===== src/rtl/mmio_bus.sv =====
// mmio_bus: registered memory-mapped bus between the core load/store path and
// NUM_SLV external slave regions plus one built-in GPIO register.
// Optional feature: define MMIO_BUS_TIMEOUT_EN to abort slave accesses that
// stay unacknowledged for TIMEOUT BUSY cycles.
module mmio_bus #(
   parameter int unsigned       ADDR_W       = 64,
   parameter int unsigned       DATA_W       = 64,
   parameter int unsigned       NUM_SLV      = 4,
   parameter int unsigned       REGION_SHIFT = 16,
   parameter logic [ADDR_W-1:0] GPIO_ADDR    = ADDR_W'(64'h0000_0000_0000_0F00),
   parameter int unsigned       GPIO_W       = 8,
   parameter int unsigned       TIMEOUT      = 15
) (
   input  logic                      clk,
   input  logic                      rst_n,
   input  logic                      req_valid,
   output logic                      req_ready,
   input  logic                      req_rw,
   input  logic [ADDR_W-1:0]         req_addr,
   input  logic [DATA_W-1:0]         req_wdata,
   output logic                      rsp_valid,
   output logic [DATA_W-1:0]         rsp_rdata,
   output logic                      rsp_exc,
   output logic [NUM_SLV-1:0]        slv_sel,
   output logic                      slv_rw,
   output logic [ADDR_W-1:0]         slv_addr,
   output logic [DATA_W-1:0]         slv_wdata,
   input  logic [NUM_SLV*DATA_W-1:0] slv_rdata,
   input  logic [NUM_SLV-1:0]        slv_ack,
   input  logic [NUM_SLV-1:0]        slv_exc,
   output logic [GPIO_W-1:0]         gpio_out
);

   localparam int unsigned       IDX_W      = (NUM_SLV > 1) ? $clog2(NUM_SLV) : 1;
   localparam int unsigned       BYTES      = DATA_W / 8;
   localparam int unsigned       HI_SHIFT   = REGION_SHIFT + IDX_W;
   localparam logic [ADDR_W-1:0] ALIGN_MASK = ADDR_W'(BYTES - 1);

   if ((GPIO_W > DATA_W) || (NUM_SLV < 1) || (TIMEOUT < 1)) begin : g_bad_param
      $error("mmio_bus: invalid parameter set");
   end

   typedef enum logic [1:0] {
      IDLE,
      BUSY,
      RESP
   } state_t;

   state_t              state;
   state_t              state_nxt;

   logic [IDX_W-1:0]    req_idx;
   logic                misaligned;
   logic                high_bits;
   logic                bad_idx;
   logic                dec_err;
   logic                is_gpio;
   logic                accept;
   logic [NUM_SLV-1:0]  sel_dec;
   logic                ack_hit;
   logic                exc_hit;
   logic                timeout_hit;
   logic [DATA_W-1:0]   sel_rdata;

   // Address decode of the incoming request
   always_comb begin
      req_idx    = req_addr[REGION_SHIFT +: IDX_W];
      misaligned = |(req_addr & ALIGN_MASK);
      high_bits  = |(req_addr >> HI_SHIFT);
      bad_idx    = (32'(req_idx) >= NUM_SLV);
      dec_err    = misaligned | high_bits | bad_idx;
      is_gpio    = (req_addr == GPIO_ADDR);
      sel_dec    = '0;
      for (int unsigned i = 0; i < NUM_SLV; i++) begin
         sel_dec[i] = (32'(req_idx) == i);
      end
   end

   // Completion from the selected slave only; the one-hot select masks stray acks
   always_comb begin
      ack_hit   = |(slv_ack & slv_sel);
      exc_hit   = |(slv_exc & slv_sel);
      sel_rdata = '0;
      for (int unsigned i = 0; i < NUM_SLV; i++) begin
         if (slv_sel[i]) begin
            sel_rdata = sel_rdata | slv_rdata[i*DATA_W +: DATA_W];
         end
      end
   end

`ifdef MMIO_BUS_TIMEOUT_EN
   localparam int unsigned CNT_W = $clog2(TIMEOUT + 1);
   logic [CNT_W-1:0] busy_cnt;

   // Ack has priority over expiry in the same cycle
   assign timeout_hit = (state == BUSY) && !ack_hit && (busy_cnt == CNT_W'(TIMEOUT - 1));

   // Count BUSY cycles without ack, cleared whenever a new access is accepted
   always_ff @(posedge clk or negedge rst_n) begin
      if (!rst_n) begin
         busy_cnt <= '0;
      end else if (accept) begin
         busy_cnt <= '0;
      end else if ((state == BUSY) && !ack_hit) begin
         busy_cnt <= busy_cnt + 1'b1;
      end
   end
`else
   assign timeout_hit = 1'b0;
`endif

   // FSM state register
   always_ff @(posedge clk or negedge rst_n) begin
      if (!rst_n) begin
         state <= IDLE;
      end else begin
         state <= state_nxt;
      end
   end

   // FSM next state and handshake outputs
   always_comb begin
      state_nxt = state;
      req_ready = 1'b0;
      rsp_valid = 1'b0;
      accept    = 1'b0;
      case (state)
         IDLE: begin
            req_ready = 1'b1;
            if (req_valid) begin
               accept = 1'b1;
               if (is_gpio || dec_err) begin
                  state_nxt = RESP;
               end else begin
                  state_nxt = BUSY;
               end
            end
         end
         BUSY: begin
            if (ack_hit || timeout_hit) begin
               state_nxt = RESP;
            end
         end
         RESP: begin
            rsp_valid = 1'b1;
            state_nxt = IDLE;
         end
         default: begin
            state_nxt = IDLE;
         end
      endcase
   end

   // Request capture, slave select, GPIO register and response data
   always_ff @(posedge clk or negedge rst_n) begin
      if (!rst_n) begin
         slv_sel   <= '0;
         slv_rw    <= 1'b0;
         slv_addr  <= '0;
         slv_wdata <= '0;
         rsp_rdata <= '0;
         rsp_exc   <= 1'b0;
         gpio_out  <= '0;
      end else begin
         if (accept) begin
            slv_rw    <= req_rw;
            slv_addr  <= req_addr;
            slv_wdata <= req_wdata;
            if (is_gpio) begin
               if (req_rw) begin
                  gpio_out  <= req_wdata[GPIO_W-1:0];
                  rsp_rdata <= '0;
               end else begin
                  rsp_rdata <= DATA_W'(gpio_out);
               end
               rsp_exc <= 1'b0;
            end else if (dec_err) begin
               rsp_rdata <= '0;
               rsp_exc   <= 1'b1;
            end else begin
               slv_sel <= sel_dec;
            end
         end else if (state == BUSY) begin
            if (ack_hit) begin
               slv_sel   <= '0;
               rsp_exc   <= exc_hit;
               rsp_rdata <= (exc_hit || slv_rw) ? '0 : sel_rdata;
            end else if (timeout_hit) begin
               slv_sel   <= '0;
               rsp_exc   <= 1'b1;
               rsp_rdata <= '0;
            end
         end
      end
   end

endmodule


===== config.mk =====
export PLATFORM = sky130hd
export DESIGN_NAME = mmio_bus
export DESIGN_NICKNAME = d
export VERILOG_FILES = /design/src/rtl/mmio_bus.sv
export SDC_FILE = /design/constraint.sdc
export NUM_CORES = 1
export LEC_CHECK = 0
export ABC_AREA = 0
export CAP_MARGIN = 20
export CORE_AREA = 3 3 233 235
export CTS_BUF_LIST = sky130_fd_sc_hd__clkbuf_2
export CTS_CLUSTER_DIAMETER = 40
export DETAILED_ROUTE_END_ITERATION = 10
export DIE_AREA = 0 0 236 238
export GPL_TIMING_DRIVEN = 0
export SLEW_MARGIN = 40
export SYNTH_ARGS = -nofsm -noshare
export SYNTH_HDL_FRONTEND = slang
export SYNTH_SLANG_ARGS = --single-unit

===== constraint.sdc =====
create_clock -name clk -period 2.9 [get_ports clk]
set_clock_uncertainty 0.2 [all_clocks]
set_input_delay 0.29 -clock clk [delete_from_list [all_inputs] [get_ports clk]]
set_output_delay 0.29 -clock clk [all_outputs]
set_load 0.01 [all_outputs]

# ---- After elaboration in Yosys (flattened, before gate mapping)
# Cells that the tools add are included.
dict set report totals {
  reg_bits 208
  output_inout_bits 208
  word_cells 68
}
dict set report op_classes {
  n_eq_ne 11
  n_mux 29
  bitwise 6
  reduce_logical 14
}
# op n
set ops {}
lappend ops {{$mux W64} 10}
lappend ops {{$or A64 B64 Y64} 3}
lappend ops {{$eq A64 B12 Y1 const B} 1}
lappend ops {{$reduce_or A46 Y1} 1}
lappend ops {{$mux W4} 5}
lappend ops {{$mux W1} 9}
lappend ops {{$and A4 B4 Y4} 2}
lappend ops {{$mux W8} 1}
lappend ops {{$ne A2 B2 Y1 const B} 4}
lappend ops {{$reduce_or A4 Y1} 2}
lappend ops {{$eq A2 B2 Y1 const B} 3}
lappend ops {{$mux W2} 3}
lappend ops {{$reduce_and A3 Y1} 2}
lappend ops {{$eq A2 B1 Y1 const B} 2}
lappend ops {{$logic_not A2 Y1} 2}
lappend ops {{$pmux W2 S2} 1}
lappend ops {{$reduce_and A4 Y1} 1}
lappend ops {{$reduce_bool A2 Y1} 2}
lappend ops {{$ne A3 B3 Y1 const B} 1}
lappend ops {{$reduce_or A3 Y1} 1}
lappend ops {{$logic_or A1 B1 Y1} 2}
lappend ops {{$reduce_and A2 Y1} 1}
lappend ops {{$or A1 B1 Y1} 1}

# ---- Logic depth before layout (Yosys ltp)
# Gate-level depths: netlist of run 1.
dict set report depth {
  depth_word 11
  ltp_mapped 8
  ltp_nobuf 5
}

# ---- Worst setup path after synthesis of run 1
# OpenSTA, ideal clock, no wires.
dict set report synth_path {
  path_type {register to register}
  from {reg state[1]}
  to {reg rsp_rdata[22]}
  setup_ns 0.125
  arrival_ns 2.114
  t_required_ns 2.575
  path_slack_ns 0.461
  path_stages_with_launch 9
  period_less_slack_ns 2.439
  path_cell_list {dfrtp_1 -> nor3b_2 -> nand3_1 -> or4_1 -> buf_2 -> o21ai_4 -> buf_8 -> buf_12 -> mux2_4}
}
dict set report synth_between {
  elab_chain_cells 4
  elab_cells_between_ends 8
  cone_classes {eq/ne (2); mux (2); reduce/logical (4)}
}
# element line_no
set synth_rtl {}
lappend synth_rtl {{start, declared} 49} ;# state_t state;
lappend synth_rtl {{start signal, assigned} 117} ;# state <= state_nxt;
lappend synth_rtl {{$logic_not A2 Y1} 127} ;# case (state)
lappend synth_rtl {{$mux W1} 127}
lappend synth_rtl {{$ne A3 B3 Y1 (no source line) / $reduce_bool A2 Y1 (equally long branches)} -}
lappend synth_rtl {{$reduce_and A3 Y1 (no source line)} -}
lappend synth_rtl {{end signal, assigned} 174} ;# rsp_rdata <= DATA_W'(gpio_out);
lappend synth_rtl {{end signal, assigned} 187} ;# rsp_rdata <= (exc_hit || slv_rw) ? '0 : sel_rdata;
lappend synth_rtl {{end, declared} 22} ;# output logic [DATA_W-1:0] rsp_rdata,
# Several ways; a longest one is shown, not always the timed one.
# A chain may end at the register's enable or synchronous reset.

# ---- Worst setup path in the final report of run 1
dict set report layout_path {
  from {in req_addr[42]}
  to {reg rsp_rdata[56]}
}
dict set report layout_between {
  elab_chain_cells 4
  elab_cells_between_ends 7
  cone_classes {eq/ne (2); mux (2); bitwise (1); reduce/logical (2)}
}
# element line_no
set layout_rtl {}
lappend layout_rtl {{start, declared} 19} ;# input logic [ADDR_W-1:0] req_addr,
lappend layout_rtl {{$reduce_or A46 Y1} 69} ;# high_bits = |(req_addr >> HI_SHIFT);
lappend layout_rtl {{$or A1 B1 Y1} 71} ;# dec_err = misaligned | high_bits | bad_idx;
lappend layout_rtl {{$ne A3 B3 Y1 (no source line)} -}
lappend layout_rtl {{$reduce_and A3 Y1 (no source line)} -}
# Several ways; a longest one is shown, not always the timed one.

==> impl_metrics.json, run 1 <==
{
  "outcome": "finished with violations",
  "violations": "negative setup slack",
  "clock.fmax_mhz": 332,
  "timing.critical_path.to_type": "flip-flop",
  "top_level_ports": 604,
  "clkLatencyLatePin_ps": 890,
  "finalNetCount": 2446,
  "clockRootBuffer": "sky130_fd_sc_hd__clkbuf_2",
  "cap_violations": 0,
  "drtAntennaViolNets": 0,
  "topRoutingLayerUsed": "met5",
  "drt-pass1-iter-count": 5,
  "crit_end": "rsp_rdata[56]$_DFFE_PN0P_",
  "global_route.overflow_total": 0,
  "worst_setup_path_startpoint": "req_addr[42]",
  "nature_of_the_critical_path_startpoint": "input port",
  "die_w_um": 236,
  "number_of_synthesized_flops_with_an_enable_pin": 0,
  "final_slew_violations": 0,
  "port_buffers": 603,
  "critical_path_data_required_time_ps": 3440,
  "final_worst_path_period_share_pct": 104,
  "global_route_wire_length_before_repair_um": 90600,
  "detail_route.wirelength.met1_um": 22700,
  "post_drt_via_cell_ratio": 4.49,
  "area_delta_synth_final_pct": 117,
  "post_place_setup_slack_ps": -1170,
  "post-route-drc-count": 0,
  "final_core_util_pct": 40.5,
  "ys_warn_count": 0,
  "synth_sequential_area_ratio_pct": 53.1,
  "async_flop_share_pct": 100,
  "tritoncts_clock_tree": "built",
  "synthCells": 1000,
  "die_height_um": 238,
  "floorplan.initialDensity_pct": 18.7,
  "clkTransAtPathRegs_ps": 80,
  "ff2ff_setup_slack_ps": 80,
  "overall_routing_resource_usage_pct": 21.8,
  "met3WireLength_um": 5390,
  "post_route_cells_drive_above_1_share_pct": 10.1,
  "buffer_and_inverter_count_on_the_worst_path": 5,
  "largest_net_degree_at_the_start_of_global_routing": 72,
  "reg2reg_depth": 6,
  "yosysTopAreaCell": "sky130_fd_sc_hd__dfrtp_1",
  "syn-mean-instance-area_um2": 9.79,
  "crit_path_max_incr_delay_ps": 650,
  "cts-buffers-inserted": 66,
  "path_delay_family": "buffers and inverters",
  "area.sequential_um2": 5210,
  "ordered_list_of_cells_on_the_worst_path": "dlygate4sd3_1 > clkdlybuf4s50_1 > nor4_1 > nand4_1 > buf_4 > or4_4 > o21ai_4 > buf_12 > buf_12 > mux2_4",
  "sum_of_met2_wire_segment_lengths_after_detailed_routing_um": 31900,
  "crit_path_frequent_cell": "sky130_fd_sc_hd__buf_12",
  "first_global_vias": 13610,
  "ys_dominant_reg_cell": "sky130_fd_sc_hd__dfrtp_1",
  "timing.rr.start": "slv_sel[2]$_DFFE_PN0P_",
  "layout_setup_ws_ps": -110,
  "maximum_ir_drop_on_the_vdd_rail_uv": 272,
  "leakage_nw": 9.01,
  "htreeDepth": 3,
  "timing_worst_slew_pin_value_ps": 881,
  "fill_cell_total_of_the_finished_layout": 4999,
  "crit_fanout": 10,
  "dr.first_iter.drc_count": 571,
  "cts-root-to-sink-buffers": 3,
  "numClockSinks": 208,
  "gpl.final_weighted_congestion": 0.930,
  "area_of_the_multi_input_gates_um2": 4270,
  "hold_viol": 0,
  "slew_headroom_pct": 41.3,
  "number_of_antenna_violations_at_the_first_check_in_global_routing": 26,
  "arrival_ps": 3550,
  "core_region_area_um2": 52400,
  "synth_area_leaders": "sky130_fd_sc_hd__dfrtp_1, sky130_fd_sc_hd__nand2_1, sky130_fd_sc_hd__a22oi_1",
  "setup.worst_path.class": "input port to flip-flop",
  "tns_ps": -4850,
  "finalWorstPathRequiredPeriod_ps": 3010,
  "worst_path_max_delay_cell": "sky130_fd_sc_hd__or4_4",
  "dp_hpwl_um": 47100,
  "pwr_density_cell_nw_per_um2": 370,
  "totalWireLength_um": 63700,
  "rr_endpoint": "rsp_rdata[60]$_DFFE_PN0P_",
  "critical_path_cell_count": 10,
  "yosys.cell_types.count": 41,
  "synth.ff_latch_count": 208,
  "detail_route.wl_per_cell_um": 22.8,
  "path_category_of_the_worst_min_delay_check": "input port to flip-flop",
  "synth_fp_nets": 1396,
  "final-setup-viol-count": 63,
  "total_standard_cell_area_after_synthesis_um2": 9790,
  "route.vias.total": 12574,
  "post-synth-top-area-fraction_pct": 53.1,
  "floorplan.die_area_um2": 56200,
  "num_rows": 84
}
[state kept, by name (all words and copies together), names as in the netlist]
signal / flops
state: 2
slv_rw: 1
slv_wdata: 64
rsp_exc: 1
rsp_rdata: 64
slv_addr: 64
gpio_out: 8
slv_sel: 4
[kinds of logic (layout without fill, tap and decap cells)]
group                  Yosys count  after routing  synth area share [%]
buffers and inverters           74           1164                  3.83
AO/OA/AOI/OAI                  206            206                  14.5
AND/OR/NAND/NOR                438            438                  18.1
flip-flops                     208            208                  53.1
multiplexers                    74             74                  10.4
other                            0             20                     0
[worst reg2reg max path, cell delays in order (launching register included)]
cell and delay (ps):
sky130_fd_sc_hd__dfrtp_1 410, sky130_fd_sc_hd__clkbuf_1 520, sky130_fd_sc_hd__clkbuf_2 490, sky130_fd_sc_hd__a22oi_1 190
sky130_fd_sc_hd__dlygate4sd3_1 590, sky130_fd_sc_hd__a21oi_1 220, sky130_fd_sc_hd__mux2_4 190
[power by group]
group	total, W	internal, W	switching, W	leakage [nW]
Sequential	0.00329	0.00314	0.000153	2.68
Clock	0.00232	0.000905	0.00141	0.428
Combinational	0.00226	0.00133	0.000931	5.90
[area by class of cell]
cell class / count / area share (%)
timing repair buffer: 984 / 46.7
sequential: 208 / 24.5
multi-input combinational: 718 / 20.1
tap: 688 / 4.05
clock buffer: 87 / 2.05
buffer: 71 / 1.83
clock inverter: 21 / 0.542
antenna: 20 / 0.236
inverter: 1 / 0.0177
[layout by cell type, fill, tap and decap left out, drive strengths merged, types with 2 or more instances in the layout]
master	count
dfrtp	208
buf	24
nand3	4
a22o	10
nand4	2
mux2	74
a221oi	8
clkdlybuf4s50	601
nand3b	8
diode	20
nor4b	2
nor3b	2
o211ai	2
clkbuf	151
clkinv	15
a22oi	114
inv	5
nand2	391
a21oi	57
dlygate4sd3	365
o22ai	8
nor4	12
o21ai	3
nor2b	2
nor3	2
nor2	7
[cells in the mapped netlist, types with 4 or more instances]
library cell               count
sky130_fd_sc_hd__a221oi_1      8
sky130_fd_sc_hd__nor4_1       12
sky130_fd_sc_hd__a22o_1       10
sky130_fd_sc_hd__a22oi_1     114
sky130_fd_sc_hd__nand3_1       4
sky130_fd_sc_hd__dfrtp_1     208
sky130_fd_sc_hd__mux2_1       14
sky130_fd_sc_hd__nand3b_1      8
sky130_fd_sc_hd__clkbuf_1     64
sky130_fd_sc_hd__nand2_1     391
sky130_fd_sc_hd__nor2_1        6
sky130_fd_sc_hd__buf_12        5
sky130_fd_sc_hd__o22ai_1       8
sky130_fd_sc_hd__a21oi_1      57
sky130_fd_sc_hd__mux2_4       49
sky130_fd_sc_hd__mux2_2       11
[metrics by stage]
stage               hold WS (ps)  instance area [um2]  cells  power [W]
floorplan                   -206                 9790   1000    0.00380
global placement             257                16700   2291    0.00518
detailed placement         -33.3                16800   2294    0.00520
CTS                       0.0250                21100   2771    0.00798
global route                87.9                21200   2798    0.00830
finish                       226                21200   2798    0.00787
[how the worst min path moves through the flow]
stage	slack [ps]	end	start	cells past startpoint
after floorplan	-210	gpio_out[0]$_DFFE_PN0P_	rst_n	0
after global placement	260	slv_wdata[53]$_DFFE_PN0P_	slv_wdata[53]$_DFFE_PN0P_	2
after detailed placement	-30	rsp_rdata[12]$_DFFE_PN0P_	rst_n	1
after CTS	0.02	slv_wdata[20]$_DFFE_PN0P_	req_wdata[20]	4
after global routing	90	rsp_rdata[56]$_DFFE_PN0P_	slv_rdata[248]	4
final	230	slv_addr[16]$_DFFE_PN0P_	req_addr[16]	3
[what timing repair did]
| item | 4_1_cts | 5_1_grt |
|---|---|---|
| gates cloned | 0 | 1 |
| endpoints found under the hold margin | 411 | 0 |
| setup endpoints to repair | 82 | 73 |
| setup buffers | 3 | 8 |
| hold buffers | 366 | 0 |
| gates resized for setup | 5 | 25 |
| pin swaps | 1 | 4 |
[routing by layer]
layer  GRT usage (%)  vias to the layer above
met5               0                        -
met4            13.8                        8
met3            6.31                      151
met2            37.8                      749
met1            23.2                     6046
li1                -                     5620
Power figures use the tool's default switching activity.
==> inputs of run 2 (changes only) <==
--- a/config.mk
+++ b/config.mk
@@ -7,12 +7,14 @@
 export LEC_CHECK = 0
 export ABC_AREA = 0
 export CAP_MARGIN = 20
-export CORE_AREA = 3 3 233 235
+export CORE_AREA = 3 3 234 236
 export CTS_BUF_LIST = sky130_fd_sc_hd__clkbuf_2
 export CTS_CLUSTER_DIAMETER = 40
 export DETAILED_ROUTE_END_ITERATION = 10
-export DIE_AREA = 0 0 236 238
+export DIE_AREA = 0 0 237 239
+export DONT_BUFFER_PORTS = 1
 export GPL_TIMING_DRIVEN = 0
+export PLACE_DENSITY_LB_ADDON = 0.2
 export SLEW_MARGIN = 40
 export SYNTH_ARGS = -nofsm -noshare
 export SYNTH_HDL_FRONTEND = slang
==> constraint.sdc (replaced) <==
create_clock -name clk -period 2.9 [get_ports clk]
set_clock_uncertainty 0.2 [all_clocks]
set_input_delay 0.87 -clock clk [delete_from_list [all_inputs] [get_ports clk]]
set_output_delay 0.87 -clock clk [all_outputs]
set_load 0.01 [all_outputs]
==> run 2 against run 1 <==
Utilization shrank 12 points. Routed wire length shrank 13%. The flow finishes with violations (negative hold slack). Global-route usage shrank 3.3 points. Final area shrank 29%. Combinational power shrank 57%. Final cell count shrank 22%. Via count shrank 21%. First-iteration DRC count shrank 27%. Register-to-register slack is essentially flat. Clock power shrank 3%. Sequential cell count is the same.
==> impl_metrics.json, run 2 (same netlist as run 1, synthesis figures left out) <==
{
  "final_cell_mix": "sky130_fd_sc_hd__nand2_1, sky130_fd_sc_hd__dlygate4sd3_1, sky130_fd_sc_hd__dfrtp_1, sky130_fd_sc_hd__a22oi_1, sky130_fd_sc_hd__clkbuf_2",
  "power.switching_w": 0.00219,
  "final_worst_path_period_share_pct": 99.7,
  "outcome": "finished with violations",
  "floorplan.initialDensity_pct": 18.6,
  "timing.hold.ws_ps": -576,
  "post_dp_cell_area_um2": 10700,
  "htreeDepth": 2,
  "critical_path_data_required_time_ps": 3550,
  "port_buffers": 0,
  "cts-buffers-inserted": 61,
  "setup.worst_path.class": "input port to flip-flop",
  "detail_route.wl_per_cell_um": 25.4,
  "die_height_um": 239,
  "crit_fanout": 2,
  "slew_headroom_pct": 3.47,
  "finalWorstPathRequiredPeriod_ps": 2890,
  "leakage_nw": 6.73,
  "reg2reg_depth": 5,
  "totalWireLength_um": 55100,
  "overall_power_after_layout_w": 0.00669,
  "timing.critical_path.to_type": "flip-flop",
  "clkLatencyLatePin_ps": 960,
  "clock_power_share_pct": 33.6,
  "number_of_antenna_violations_at_the_first_check_in_global_routing": 14,
  "num_rows": 84,
  "die_w_um": 237,
  "route.vias.total": 9957,
  "post-route-drc-count": 0,
  "final_slew_violations": 0,
  "drt-pass1-iter-count": 5,
  "violations": "negative hold slack",
  "arrival_ps": 3540,
  "cts_hold_buf": 355,
  "final_common_cell": "sky130_fd_sc_hd__nand2_1",
  "timing_worst_slew_pin_value_ps": 1450,
  "dp_hpwl_um": 40900,
  "top_level_ports": 604,
  "cts-root-to-sink-buffers": 3,
  "floorplan.die_area_um2": 56600,
  "nature_of_the_critical_path_startpoint": "input port",
  "p_int_w": 0.00450,
  "clockRootBuffer": "sky130_fd_sc_hd__clkbuf_2",
  "finish.instance_area_um2": 15000,
  "comb_power_share_pct": 14.5,
  "area.sequential_um2": 5210,
  "gpl.final_weighted_congestion": 0.943,
  "finalNetCount": 1825,
  "cap_violations": 0,
  "top_regs": "rsp_rdata: 64 flops, slv_addr: 64 flops, slv_wdata: 64 flops",
  "ff2ff_setup_slack_ps": 70,
  "clock.fmax_mhz": 346,
  "area_delta_synth_final_pct": 53.4,
  "pwr_density_cell_nw_per_um2": 445,
  "overall_routing_resource_usage_pct": 18.4,
  "rsz0062_at_grt": "true",
  "global_route.overflow_total": 0,
  "global_route_wire_length_before_repair_um": 76400,
  "core_region_area_um2": 52700,
  "drtAntennaViolNets": 0,
  "topRoutingLayerUsed": "met4",
  "area_of_the_multi_input_gates_um2": 4280,
  "post_route_cells_drive_above_1_share_pct": 13.8,
  "sum_of_met2_wire_segment_lengths_after_detailed_routing_um": 28500,
  "final-setup-viol-count": 0,
  "largest_net_degree_at_the_start_of_global_routing": 209,
  "fill_cell_total_of_the_finished_layout": 5553,
  "clkTransAtPathRegs_ps": 90,
  "path_category_of_the_worst_min_delay_check": "input port to asynchronous set/reset pin",
  "met3WireLength_um": 5320,
  "hold_viol": 208,
  "post_drt_via_cell_ratio": 4.58,
  "tritoncts_clock_tree": "built",
  "switching_share_pct": 32.7,
  "seq_power_share_pct": 51.9,
  "maximum_ir_drop_on_the_vdd_rail_uv": 295,
  "timing.rr.start": "slv_sel[1]$_DFFE_PN0P_",
  "numClockSinks": 208,
  "rr_endpoint": "rsp_rdata[46]$_DFFE_PN0P_",
  "first_global_vias": 10903,
  "detail_route.wirelength.met1_um": 19200,
  "dr.first_iter.drc_count": 414
}
run 2: changes by cell type in the layout (fill, tap and decap cells not counted), moves of 3 or more:
cell,before,now
sky130_fd_sc_hd__buf_16,3,0
sky130_fd_sc_hd__buf_4,11,5
sky130_fd_sc_hd__buf_6,0,4
sky130_fd_sc_hd__clkbuf_1,47,54
sky130_fd_sc_hd__clkdlybuf4s50_1,601,0
sky130_fd_sc_hd__diode_2,20,11
sky130_fd_sc_hd__dlygate4sd3_1,365,355
sky130_fd_sc_hd__inv_2,4,0
sky130_fd_sc_hd__nor4_1,6,9
sky130_fd_sc_hd__nor4_2,6,1
run 2: worst max path at each step:
stage,from,endpoint,slack (ps),cells past startpoint
global placement,req_addr[20],rsp_rdata[48]$_DFFE_PN0P_,-1050,8
detailed placement,req_addr[20],rsp_rdata[47]$_DFFE_PN0P_,-1050,8
CTS,state[1]$_DFFE_PN0P_,req_ready,-60,1
global route,state[1]$_DFFE_PN0P_,rsp_rdata[45]$_DFFE_PN0P_,-10,8
floorplan,req_addr[23],rsp_rdata[22]$_DFFE_PN0P_,-70,8
finish,req_addr[50],rsp_exc$_DFFE_PN0P_,8,7
run 2: through the flow:
stage	TNS [ps]	cells	hold WS, ps	utilization [%]	setup slack (ps)
3_3_place_gp	-74250	1688	337	20.3	-1050
4_1_cts	-115	2154	-815	28.2	-56.9
5_1_grt	-48.0	2170	-798	28.5	-11.5
6_report	0	2173	-576	28.5	7.80
3_5_place_dp	-73860	1688	336	20.3	-1050
2_1_floorplan	-3560	1000	314	-	-73.2
run 2: metal layers:
layer  up-vias  track usage [%]
li1       4382                -
met3       117             6.80
met2       617             34.0
met1      4841             18.9
met4         0             7.40
met5         -                0
run 2: repair_timing:
action / in CTS / in global routing
pin swaps: 1 / 4
hold endpoints to repair: 413 / 208
endpoints found under the setup margin: 67 / 60
setup buffers: 3 / 6
cloned: 0 / 3
resized for setup: 8 / 13
run 2: power by group through the flow:
stage	Clock, W	Combinational (W)	Sequential [W]
after floorplan	0	0.000373	0.00343
after global placement	0	0.000502	0.00354
after detailed placement	0	0.000520	0.00352
after CTS	0.00239	0.000945	0.00348
after global routing	0.00253	0.00107	0.00351
final	0.00225	0.000971	0.00347
run 2: worst max-delay path, cell delays in order:
cell and delay [ps]:
sky130_fd_sc_hd__dlygate4sd3_1 610, sky130_fd_sc_hd__nor4_2 290, sky130_fd_sc_hd__nand3_1 130, sky130_fd_sc_hd__dlygate4sd3_1 600
sky130_fd_sc_hd__nor4_1 660, sky130_fd_sc_hd__nor2_1 70, sky130_fd_sc_hd__or3_1 320
run 2: cell type report:
class / instances / share of cell area (%)
Sequential cell: 208 / 34.7
Timing Repair Buffer: 367 / 24.8
Clock inverter: 14 / 0.433
Buffer: 72 / 2.58
Antenna cell: 11 / 0.183
Tap cell: 688 / 5.73
Clock buffer: 94 / 3.13
Inverter: 1 / 0.0250
Multi-Input combinational cell: 718 / 28.5
==> inputs of run 3 (changes only) <==
--- a/config.mk
+++ b/config.mk
@@ -7,11 +7,11 @@
 export LEC_CHECK = 0
 export ABC_AREA = 0
 export CAP_MARGIN = 20
-export CORE_AREA = 3 3 234 236
+export CORE_AREA = 3 3 232 234
 export CTS_BUF_LIST = sky130_fd_sc_hd__clkbuf_2
 export CTS_CLUSTER_DIAMETER = 40
 export DETAILED_ROUTE_END_ITERATION = 10
-export DIE_AREA = 0 0 237 239
+export DIE_AREA = 0 0 235 237
 export DONT_BUFFER_PORTS = 1
 export GPL_TIMING_DRIVEN = 0
 export PLACE_DENSITY_LB_ADDON = 0.2
==> run 3 against run 2 <==
Final cell count grew 0.14%. Sequential share of layout area hardly changed. Die area fell by 1.7%. Non-clock buffer count increased by 4. Final area is 0.14% higher. Power shrank 1.1%. Maximum frequency up 0.41%. Via count fell by 0.39%. The run still ends with negative hold slack left. Register-to-register slack is essentially flat. First-iteration DRC count increased by 5.1%. Combinational power decreased by 2%.
==> impl_metrics.json, run 3 (same netlist as run 1, synthesis figures left out) <==
{
  "critical_path_data_required_time_ps": 3510,
  "cts-root-to-sink-buffers": 3,
  "comb_power_share_pct": 14.4,
  "cts_hold_buf": 359,
  "gpl.final_weighted_congestion": 0.964,
  "numClockSinks": 208,
  "core_region_area_um2": 52200,
  "cts-buffers-inserted": 61,
  "port_buffers": 0,
  "floorplan.die_area_um2": 55700,
  "crit_fanout": 7,
  "worst_path_max_delay_cell": "sky130_fd_sc_hd__or4_4",
  "totalWireLength_um": 54400,
  "outcome": "finished with violations",
  "crit_path_max_incr_delay_ps": 630,
  "floorplan.initialDensity_pct": 18.7,
  "top_regs": "rsp_rdata: 64 flops, slv_addr: 64 flops, slv_wdata: 64 flops",
  "top_level_ports": 604,
  "clockRootBuffer": "sky130_fd_sc_hd__clkbuf_2",
  "final_common_cell": "sky130_fd_sc_hd__nand2_1",
  "finish.cell_count_without_fillers": 2176,
  "global_route.overflow_total": 0,
  "fill_cell_total_of_the_finished_layout": 5524,
  "reg2reg_depth": 8,
  "leakage_nw": 6.72,
  "finalNetCount": 1829,
  "die_w_um": 235,
  "detail_route.wl_per_cell_um": 25.0,
  "numPlacedInstances": 1688,
  "nature_of_the_critical_path_startpoint": "input port",
  "seq_power_share_pct": 52.5,
  "rr_endpoint": "rsp_rdata[30]$_DFFE_PN0P_",
  "clkTransAtPathRegs_ps": 100,
  "timing.hold.ws_ps": -625,
  "clock.fmax_mhz": 347,
  "dp_hpwl_um": 40400,
  "area_delta_synth_final_pct": 53.6,
  "final_worst_path_period_share_pct": 99.3,
  "finalWorstPathRequiredPeriod_ps": 2880,
  "pwr_density_cell_nw_per_um2": 440,
  "global_route_wire_length_before_repair_um": 77000,
  "post_route_cells_drive_above_1_share_pct": 13.7,
  "switching_share_pct": 33.1,
  "die_height_um": 237,
  "final_cell_mix": "sky130_fd_sc_hd__nand2_1, sky130_fd_sc_hd__dlygate4sd3_1, sky130_fd_sc_hd__dfrtp_1, sky130_fd_sc_hd__a22oi_1, sky130_fd_sc_hd__clkbuf_2",
  "power.switching_w": 0.00219,
  "p_int_w": 0.00443,
  "drt-pass1-iter-count": 5,
  "path_category_of_the_worst_min_delay_check": "input port to asynchronous set/reset pin",
  "clock_power_share_pct": 33.1,
  "tritoncts_clock_tree": "built",
  "timing_worst_slew_pin_value_ps": 800,
  "arrival_ps": 3490,
  "ff2ff_setup_slack_ps": 80,
  "num_rows": 84,
  "violations": "negative hold slack",
  "post-route-drc-count": 0,
  "maximum_ir_drop_on_the_vdd_rail_uv": 308,
  "route.vias.total": 9918,
  "drtAntennaViolNets": 0,
  "dr.first_iter.drc_count": 435,
  "clkLatencyLatePin_ps": 980,
  "overall_power_after_layout_w": 0.00662,
  "overall_routing_resource_usage_pct": 18.7,
  "post_drt_via_cell_ratio": 4.56,
  "final-setup-viol-count": 0,
  "final_slew_violations": 0,
  "timing.critical_path.to_type": "flip-flop",
  "timing.rr.start": "state[1]$_DFFE_PN0P_",
  "htreeDepth": 2,
  "hold_viol": 208,
  "first_global_vias": 10867,
  "largest_net_degree_at_the_start_of_global_routing": 209,
  "slew_headroom_pct": 46.7,
  "ordered_list_of_cells_on_the_worst_path": "dlygate4sd3_1 > nor4_2 > nand3_1 > or4_4 > o21ai_4 > buf_12 > clkbuf_16 > mux2_4",
  "number_of_antenna_violations_at_the_first_check_in_global_routing": 17,
  "cap_violations": 0,
  "setup.worst_path.class": "input port to flip-flop",
  "rsz0062_at_grt": "true"
}
run 3: metrics by stage:
stage | setup WS (ps) | hold slack (ps) | TNS [ps] | instance area (um2) | util (%)
final | 19.7 | -625 | 0 | 15000 | 28.8
after global routing | -54.1 | -768 | -103 | 15000 | 28.8
after CTS | -102 | -816 | -203 | 14800 | 28.4
after detailed placement | -926 | 338 | -65950 | 10700 | 20.5
after global placement | -939 | 336 | -66930 | 10700 | 20.5
after floorplan | -73.2 | 314 | -3560 | 9840 | -
run 3: layer usage:
| layer | global-route usage, % | vias to the layer above | part of all wire, % |
|---|---|---|---|
| met5 | 0 | - | 0.070 |
| met4 | 11.7 | 6 | 6.0 |
| met3 | 7.29 | 145 | 9.5 |
| met2 | 32.5 | 615 | 50 |
| met1 | 18.8 | 4760 | 34 |
| li1 | - | 4392 | - |
run 3: cell type report:
cell class              count  area [um2]  area share, %
diodes                     14        35.0          0.233
plain buffers              72         400           2.66
clock buffers              85         425           2.83
clock inverters            19        86.3          0.574
inverters                   1        3.75         0.0250
multi-input cells         718        4280           28.5
flip-flops and latches    208        5210           34.6
well taps                 688         861           5.72
repair buffers            371        3740           24.9
run 3: what timing repair did:
action / CTS / global route
setup buffers: 3 / 6
cloned: 0 / 3
gates resized for setup: 5 / 25
setup endpoints to repair: 66 / 50
hold endpoints to repair: 414 / 208
pin swaps: 1 / 3
run 3: power by group through the flow:
stage	combinational, W	clock (W)	sequential (W)
after floorplan	0.000373	0	0.00343
after global placement	0.000501	0	0.00354
after detailed placement	0.000518	0	0.00353
after CTS	0.000932	0.00233	0.00348
after global routing	0.00105	0.00245	0.00351
final	0.000951	0.00219	0.00348
run 3: worst max-delay path: cells and delay by family:
family	cells	cell delay [ps]
buffers and inverters	3	970
AO/OA/AOI/OAI	1	280
multiplexers	1	290
AND/OR/NAND/NOR	3	1060
run 3: how the worst max path moves through the flow:
| stage | start | endpoint | slack [ps] | depth (start not counted) |
|---|---|---|---|---|
| 5_1_grt | state[0]$_DFFE_PN0P_ | rsp_valid | -50 | 2 |
| 6_report | req_addr[58] | rsp_rdata[30]$_DFFE_PN0P_ | 20 | 8 |
| 3_3_place_gp | req_addr[1] | rsp_rdata[29]$_DFFE_PN0P_ | -940 | 8 |
| 3_5_place_dp | req_addr[1] | rsp_rdata[26]$_DFFE_PN0P_ | -930 | 8 |
| 4_1_cts | state[1]$_DFFE_PN0P_ | rsp_valid | -100 | 1 |
| 2_1_floorplan | req_addr[23] | rsp_rdata[22]$_DFFE_PN0P_ | -70 | 8 |
